## src/rtl/traffic_conflict_monitor.sv

```systemverilog
// traffic_conflict_monitor: safety stage between the 4-way light controller
// and the physical lamps. Legal codes pass through one register stage; any
// invalid, conflicting, mis-sequenced, short-yellow or stalled input latches a
// fault and forces flashing red until fault_clear.
// Optional feature macro: TRAFFIC_MONITOR_FAULT_COUNT_EN adds fault_count[7:0].
module traffic_conflict_monitor #(
  parameter int YELLOW_MIN   = 10,
  parameter int STARTUP_HOLD = 4,
  parameter int FLASH_HALF   = 25,
  parameter int WATCHDOG_MAX = 200
) (
  input  logic       clk,
  input  logic       reset,
  input  logic [2:0] ns_light_in,
  input  logic [2:0] ew_light_in,
  input  logic       fault_clear,
  output logic [2:0] ns_lamp,
  output logic [2:0] ew_lamp,
  output logic       fault,
  output logic [2:0] fault_code,
  output logic       flash
`ifdef TRAFFIC_MONITOR_FAULT_COUNT_EN
  ,
  output logic [7:0] fault_count
`endif
);

  localparam logic [2:0] RED    = 3'b100;
  localparam logic [2:0] YELLOW = 3'b010;
  localparam logic [2:0] GREEN  = 3'b001;
  localparam logic [2:0] DARK   = 3'b000;

  localparam int YW = $clog2(YELLOW_MIN + 1);
  localparam int WW = $clog2(WATCHDOG_MAX + 1);
  localparam int SW = $clog2(STARTUP_HOLD + 1);
  localparam int FW = $clog2(FLASH_HALF + 1);

  typedef enum logic [1:0] {ST_STARTUP, ST_PASS, ST_FAULT} state_t;

  state_t          state_reg, state_next;
  logic [SW-1:0]   start_cnt_reg, start_cnt_next;
  logic [FW-1:0]   flash_cnt_reg, flash_cnt_next;
  logic            flash_reg, flash_next;
  logic [2:0]      code_reg, code_next;
  logic [2:0]      ns_lamp_reg, ns_lamp_next;
  logic [2:0]      ew_lamp_reg, ew_lamp_next;
  logic [2:0]      prev_ns_reg, prev_ew_reg;
  logic [WW-1:0]   wd_reg, wd_next;

  logic [1:0][2:0] light_in;
  logic [1:0][2:0] light_prev;
  logic [1:0]      bad_code, non_red, bad_step, short_yellow;
  logic            counter_clear;
  logic            in_same;
  logic [2:0]      detect_code;

  assign light_in      = {ew_light_in, ns_light_in};
  assign light_prev    = {prev_ew_reg, prev_ns_reg};
  assign counter_clear = (state_reg == ST_FAULT) && fault_clear;
  assign in_same       = (ns_light_in == prev_ns_reg) && (ew_light_in == prev_ew_reg);

  // Per-approach code checks and yellow run counters (index 0 = NS, 1 = EW)
  generate
    for (genvar gi = 0; gi < 2; gi++) begin : g_approach
      logic [YW-1:0] ycnt_reg;

      assign bad_code[gi] = !((light_in[gi] == RED) || (light_in[gi] == YELLOW) ||
                              (light_in[gi] == GREEN));
      assign non_red[gi]  = (light_in[gi] != RED);
      assign bad_step[gi] = ((light_prev[gi] == GREEN)  && (light_in[gi] == RED))    ||
                            ((light_prev[gi] == YELLOW) && (light_in[gi] == GREEN))  ||
                            ((light_prev[gi] == RED)    && (light_in[gi] == YELLOW));
      assign short_yellow[gi] = (light_prev[gi] == YELLOW) && (light_in[gi] == RED) &&
                                (ycnt_reg < YW'(YELLOW_MIN));

      // Consecutive-yellow counter, saturating at YELLOW_MIN
      always_ff @(posedge clk) begin
        if (reset || counter_clear) begin
          ycnt_reg <= '0;
        end else if (light_in[gi] != YELLOW) begin
          ycnt_reg <= '0;
        end else if (ycnt_reg != YW'(YELLOW_MIN)) begin
          ycnt_reg <= ycnt_reg + 1'b1;
        end
      end
    end
  endgenerate

  // Prioritised fault classification; lowest code wins, PASS only
  always_comb begin
    detect_code = 3'd0;
    if (state_reg == ST_PASS) begin
      if (|bad_code)                        detect_code = 3'd1;
      else if (&non_red)                    detect_code = 3'd2;
      else if (|bad_step)                   detect_code = 3'd3;
      else if (|short_yellow)               detect_code = 3'd4;
      else if (wd_reg == WW'(WATCHDOG_MAX)) detect_code = 3'd5;
    end
  end

  // Next-state and lamp/flash/watchdog decode
  always_comb begin
    state_next     = state_reg;
    start_cnt_next = start_cnt_reg;
    flash_next     = flash_reg;
    flash_cnt_next = flash_cnt_reg;
    code_next      = code_reg;
    ns_lamp_next   = RED;
    ew_lamp_next   = RED;
    wd_next        = '0;
    case (state_reg)
      ST_STARTUP: begin
        if (start_cnt_reg == SW'(STARTUP_HOLD - 1)) begin
          state_next     = ST_PASS;
          start_cnt_next = '0;
        end else begin
          start_cnt_next = start_cnt_reg + 1'b1;
        end
      end
      ST_PASS: begin
        if (detect_code != 3'd0) begin
          // offending code is replaced by red, flash starts in the red phase
          state_next     = ST_FAULT;
          code_next      = detect_code;
          flash_next     = 1'b1;
          flash_cnt_next = '0;
        end else begin
          ns_lamp_next = ns_light_in;
          ew_lamp_next = ew_light_in;
          if (in_same) begin
            wd_next = (wd_reg == WW'(WATCHDOG_MAX)) ? wd_reg : wd_reg + 1'b1;
          end
        end
      end
      ST_FAULT: begin
        if (fault_clear) begin
          state_next     = ST_STARTUP;
          code_next      = 3'd0;
          flash_next     = 1'b0;
          flash_cnt_next = '0;
          start_cnt_next = '0;
        end else begin
          if (flash_cnt_reg == FW'(FLASH_HALF - 1)) begin
            flash_next     = ~flash_reg;
            flash_cnt_next = '0;
          end else begin
            flash_cnt_next = flash_cnt_reg + 1'b1;
          end
          if (!flash_next) begin
            ns_lamp_next = DARK;
            ew_lamp_next = DARK;
          end
        end
      end
      default: state_next = ST_STARTUP;
    endcase
  end

  // State and output registers; prev codes are captured in every state
  always_ff @(posedge clk) begin
    if (reset) begin
      state_reg     <= ST_STARTUP;
      start_cnt_reg <= '0;
      flash_cnt_reg <= '0;
      flash_reg     <= 1'b0;
      code_reg      <= 3'd0;
      ns_lamp_reg   <= RED;
      ew_lamp_reg   <= RED;
      prev_ns_reg   <= RED;
      prev_ew_reg   <= RED;
      wd_reg        <= '0;
    end else begin
      state_reg     <= state_next;
      start_cnt_reg <= start_cnt_next;
      flash_cnt_reg <= flash_cnt_next;
      flash_reg     <= flash_next;
      code_reg      <= code_next;
      ns_lamp_reg   <= ns_lamp_next;
      ew_lamp_reg   <= ew_lamp_next;
      prev_ns_reg   <= ns_light_in;
      prev_ew_reg   <= ew_light_in;
      wd_reg        <= wd_next;
    end
  end

`ifdef TRAFFIC_MONITOR_FAULT_COUNT_EN
  logic [7:0] fcount_reg;

  // Count PASS->FAULT entries, saturating; only reset clears it
  always_ff @(posedge clk) begin
    if (reset) begin
      fcount_reg <= 8'd0;
    end else if ((detect_code != 3'd0) && (fcount_reg != 8'hFF)) begin
      fcount_reg <= fcount_reg + 8'd1;
    end
  end

  assign fault_count = fcount_reg;
`endif

  assign ns_lamp    = ns_lamp_reg;
  assign ew_lamp    = ew_lamp_reg;
  assign fault      = (state_reg == ST_FAULT);
  assign fault_code = code_reg;
  assign flash      = flash_reg;

endmodule

```

## config.mk

```make
export PLATFORM = sky130hd
export DESIGN_NAME = traffic_conflict_monitor
export DESIGN_NICKNAME = d
export VERILOG_FILES = /design/src/rtl/traffic_conflict_monitor.sv
export SDC_FILE = /design/constraint.sdc
export NUM_CORES = 1
export LEC_CHECK = 0
export ABC_AREA = 1
export BUFFER_PORTS_ARGS = -buffer_cell sky130_fd_sc_hd__clkbuf_2
export CAP_MARGIN = 20
export CORE_MARGIN = 1
export CORE_UTILIZATION = 55
export DETAILED_ROUTE_END_ITERATION = 10
export PLACE_DENSITY = 0.76
export SYNTH_ARGS = -nofsm -noshare
export SYNTH_HDL_FRONTEND = slang
export SYNTH_SLANG_ARGS = --single-unit
```

## constraint.sdc

```tcl
create_clock -name clk -period 2.3 [get_ports clk]
set_input_delay 0.69 -clock clk [delete_from_list [all_inputs] [get_ports clk]]
set_output_delay 0.69 -clock clk [all_outputs]
set_load 0.005 [all_outputs]
```

==> key figures <==
Status
  – Outcome: complete, no violations

Pwr
  – Cell Int Power: roughly 0.0014 W
  – Clock power frac: between 20% and 30%
  – Design Power: around 0.0022 W
  – VDD IR max: slightly above 0.6 mV
  – Logic gate share of total power: ~33%
  – Switching pwr: 0.000766 W
  – Reg power frac: between 40% and 50%
  – P_leak: between 1 and 1.5 nW
  – Pwr/cell area: 859 nW/um^2
  – Switch share: 35.5%

Worst hold path
  – Hold Crit Depth: 2
  – Hold Path Class: flop to flop

CTS
  – CTS max path bufs: 2
  – Clock Tree Root: clkbuf_8
  – Setup bufs post-CTS: 0
  – CTS sink count: between 40 and 50
  – Clock Pin Slew Worst Setup and Hold Paths: around 80 ps
  – Hold-fix buffers at CTS: 0
  – Clock Latency Late Sink: 300 ps
  – CTS HTree Levels: 2
  – PostCTS Resize Cnt: 0
  – Inserted Clock Buffers: 5
  – CTS tree: yes

Timing
  – Slew of the pin with the lowest slew margin: approximately 320 ps
  – Fin. Hold Viols: 0
  – Period utilization: between 80 and 90%
  – Hold WS: about 450 ps
  – Unrepaired setup endpoints after global routing: false
  – Final Critical Period: 2010 ps
  – Final-report max-slew violation count: 0
  – Sum Neg Setup Slack: 0 ps
  – Fmax: 497 MHz
  – Rel. slew slack: between 70% and 80%
  – Final setup violation count: 0
  – Layout Skew: between 5 and 6 ps

Logic synthesis
  – Seq/Total Area, Yosys: a little under two fifths
  – Synth Register Bits: between 40 and 50
  – Synth unique cells: 31
  – Mapped cell area: 2240 um^2
  – Synth Area per Inst: 7.36 um^2
  – Syn Nets: ~330
  – Post-synth EDFFs: 0
  – YS warnings: 0
  – Synthesized instance count: 305
  – Synth async-reset ratio: 0%
  – Synth Flop Type: dfxtp_1

Routing
  – Drt first pass iters: 4
  – Post-route ant nets: 0
  – Drt via density: approximately 5
  – Initial DRC Count: around 110
  – WL/cell: 11.2 um
  – Final WL: between 4 and 5 mm
  – DRC violations left: 0
  – Vias: between 1500 and 2000

Critical path
  – Worst path cell trace: clkbuf_2 > inv_2 > nor3_2 > nand3_1 > nand3_1 > nand3_1 > nand2_1 > nand2_1 > nand2_1 > nand3_2 > nand2_1 > nand2_1 > a21oi_1
  – CP Capture Type: flop
  – Crit path max-delay cell type: nor3_2
  – Worst Path Max Fanout: 11
  – CP dominant cell by count: nand2_1
  – Worst R2R Path Depth: 13
  – Critical path class: primary input to flop
  – CP arrival: roughly 2300 ps
  – Worst setup SP type: primary input
  – Worst EP required: between 2000 and 3000 ps
  – CP peak stage delay: 190 ps

Place
  – HPWL after DPL: 3.30 mm
  – Placed inst area: around 2400 um^2
  – IO buf count: 19
  – Dpl cells: about 370
  – Global placement routability congestion: a little under 0.9

GRT
  – Tot GR Track Use: approximately 22%
  – Vias in the first global route: 1654
  – Global route overflow: 0
  – First-pass GRT wire length: 7.33 mm
  – Largest net degree at the start of global routing: 13
  – Number of antenna violations at the first check in global routing: 0

Layout
  – Layout overhead on the synthesized area: 12.0%
  – Fin area: approximately 2500 um^2
  – Most frequent cells in the layout: 53 x nand2_1, 42 x inv_1, 42 x dfxtp_1
  – Fillers: ~350
  – Leading cell type in the layout, fill and taps excluded: nand2_1
  – Fin cells: 380
  – Final Net Count: between 300 and 400
  – N_diodes: 0
  – Share of post-route cells with drive strength above 1: 18.4%

Floorplan
  – Num rows: 22
  – IO Pins: 20
  – Core area: 3800 um^2
  – Initial Utilization: around three fifths
  – Die footprint: ~4300 um^2
  – Vert. Die Dim: 65.9 um
  – Die Width: 65.9 um

Flow run
  – Maxcap violations: 0
cell usage after synthesis, drive strengths merged, types with 2 or more instances:
cell type | count | area, um^2
nor3 | 11 | 95.1
inv | 50 | 188
a211oi | 5 | 37.5
nand4 | 4 | 25.0
a21oi | 15 | 86.3
o21ai | 15 | 86.3
nand3 | 29 | 160
or2 | 4 | 25.0
xor2 | 10 | 87.6
nand2 | 55 | 216
nor2 | 42 | 163
clkbuf | 2 | 7.51
dfxtp | 42 | 841
ha | 13 | 163
stage by stage:
step | setup WS [ps] | utilization [%]
5_1_grt | 75.4 | 66.2
2_1_floorplan | 429 | -
3_3_place_gp | 71.3 | 63.3
3_5_place_dp | -4.53 | 63.3
4_1_cts | 284 | 66.2
6_report | 287 | 66.2
kinds of logic after synthesis:
| group | share of synthesized area, % |
|---|---|
| flip-flops | 37.5 |
| AO/OA/AOI/OAI | 10.4 |
| adder cells (fa/ha/maj) | 7.25 |
| AND/OR/NAND/NOR | 31.4 |
| buffers and inverters | 9.20 |
| XOR/XNOR | 4.29 |
critical path: cells and delay by family:
family / cells / cell delay [ps]
AO/OA/AOI/OAI: 1 / 110
AND/OR/NAND/NOR: 10 / 1220
buffers and inverters: 2 / 210
power by group through the flow:
stage          Sequential [W]  Combinational [W]  Clock [W]
6_report             0.000902           0.000708   0.000549
2_1_floorplan        0.000905           0.000570          0
5_1_grt              0.000917           0.000823   0.000591
3_3_place_gp         0.000915           0.000690          0
4_1_cts              0.000902           0.000711   0.000562
3_5_place_dp         0.000918           0.000704          0
final timing paths:
path                                   endpoint  slack (ps)                           from
setup / recovery     fault_code[1]$_SDFFE_PP0P_         290                 ns_light_in[2]
hold / removal    start_cnt_reg[2]$_SDFFE_PP0P_         450  start_cnt_reg[2]$_SDFFE_PP0P_
setup reg to reg     fault_code[1]$_SDFFE_PP0P_         390         wd_reg[0]$_SDFFE_PP0P_
hold reg to reg   start_cnt_reg[2]$_SDFFE_PP0P_         450  start_cnt_reg[2]$_SDFFE_PP0P_
metal layers:
metal | vias to the layer above | track usage [%] | share of wire [%]
li1 | 1031 | - | -
met1 | 850 | 29.6 | 53
met2 | 18 | 34.8 | 43
met3 | 7 | 4.14 | 2.3
met4 | 0 | 8.97 | 1.7
met5 | - | 0 | 0
cell type report:
cell class	count	area [um^2]	share of cell area [%]
tap	48	60.1	2.39
multi-input combinational	210	1200	47.6
inverter	50	188	7.47
timing repair buffer	22	118	4.68
sequential	42	841	33.4
clock buffer	8	110	4.38
No activity file was read; power rests on OpenSTA's default activity.
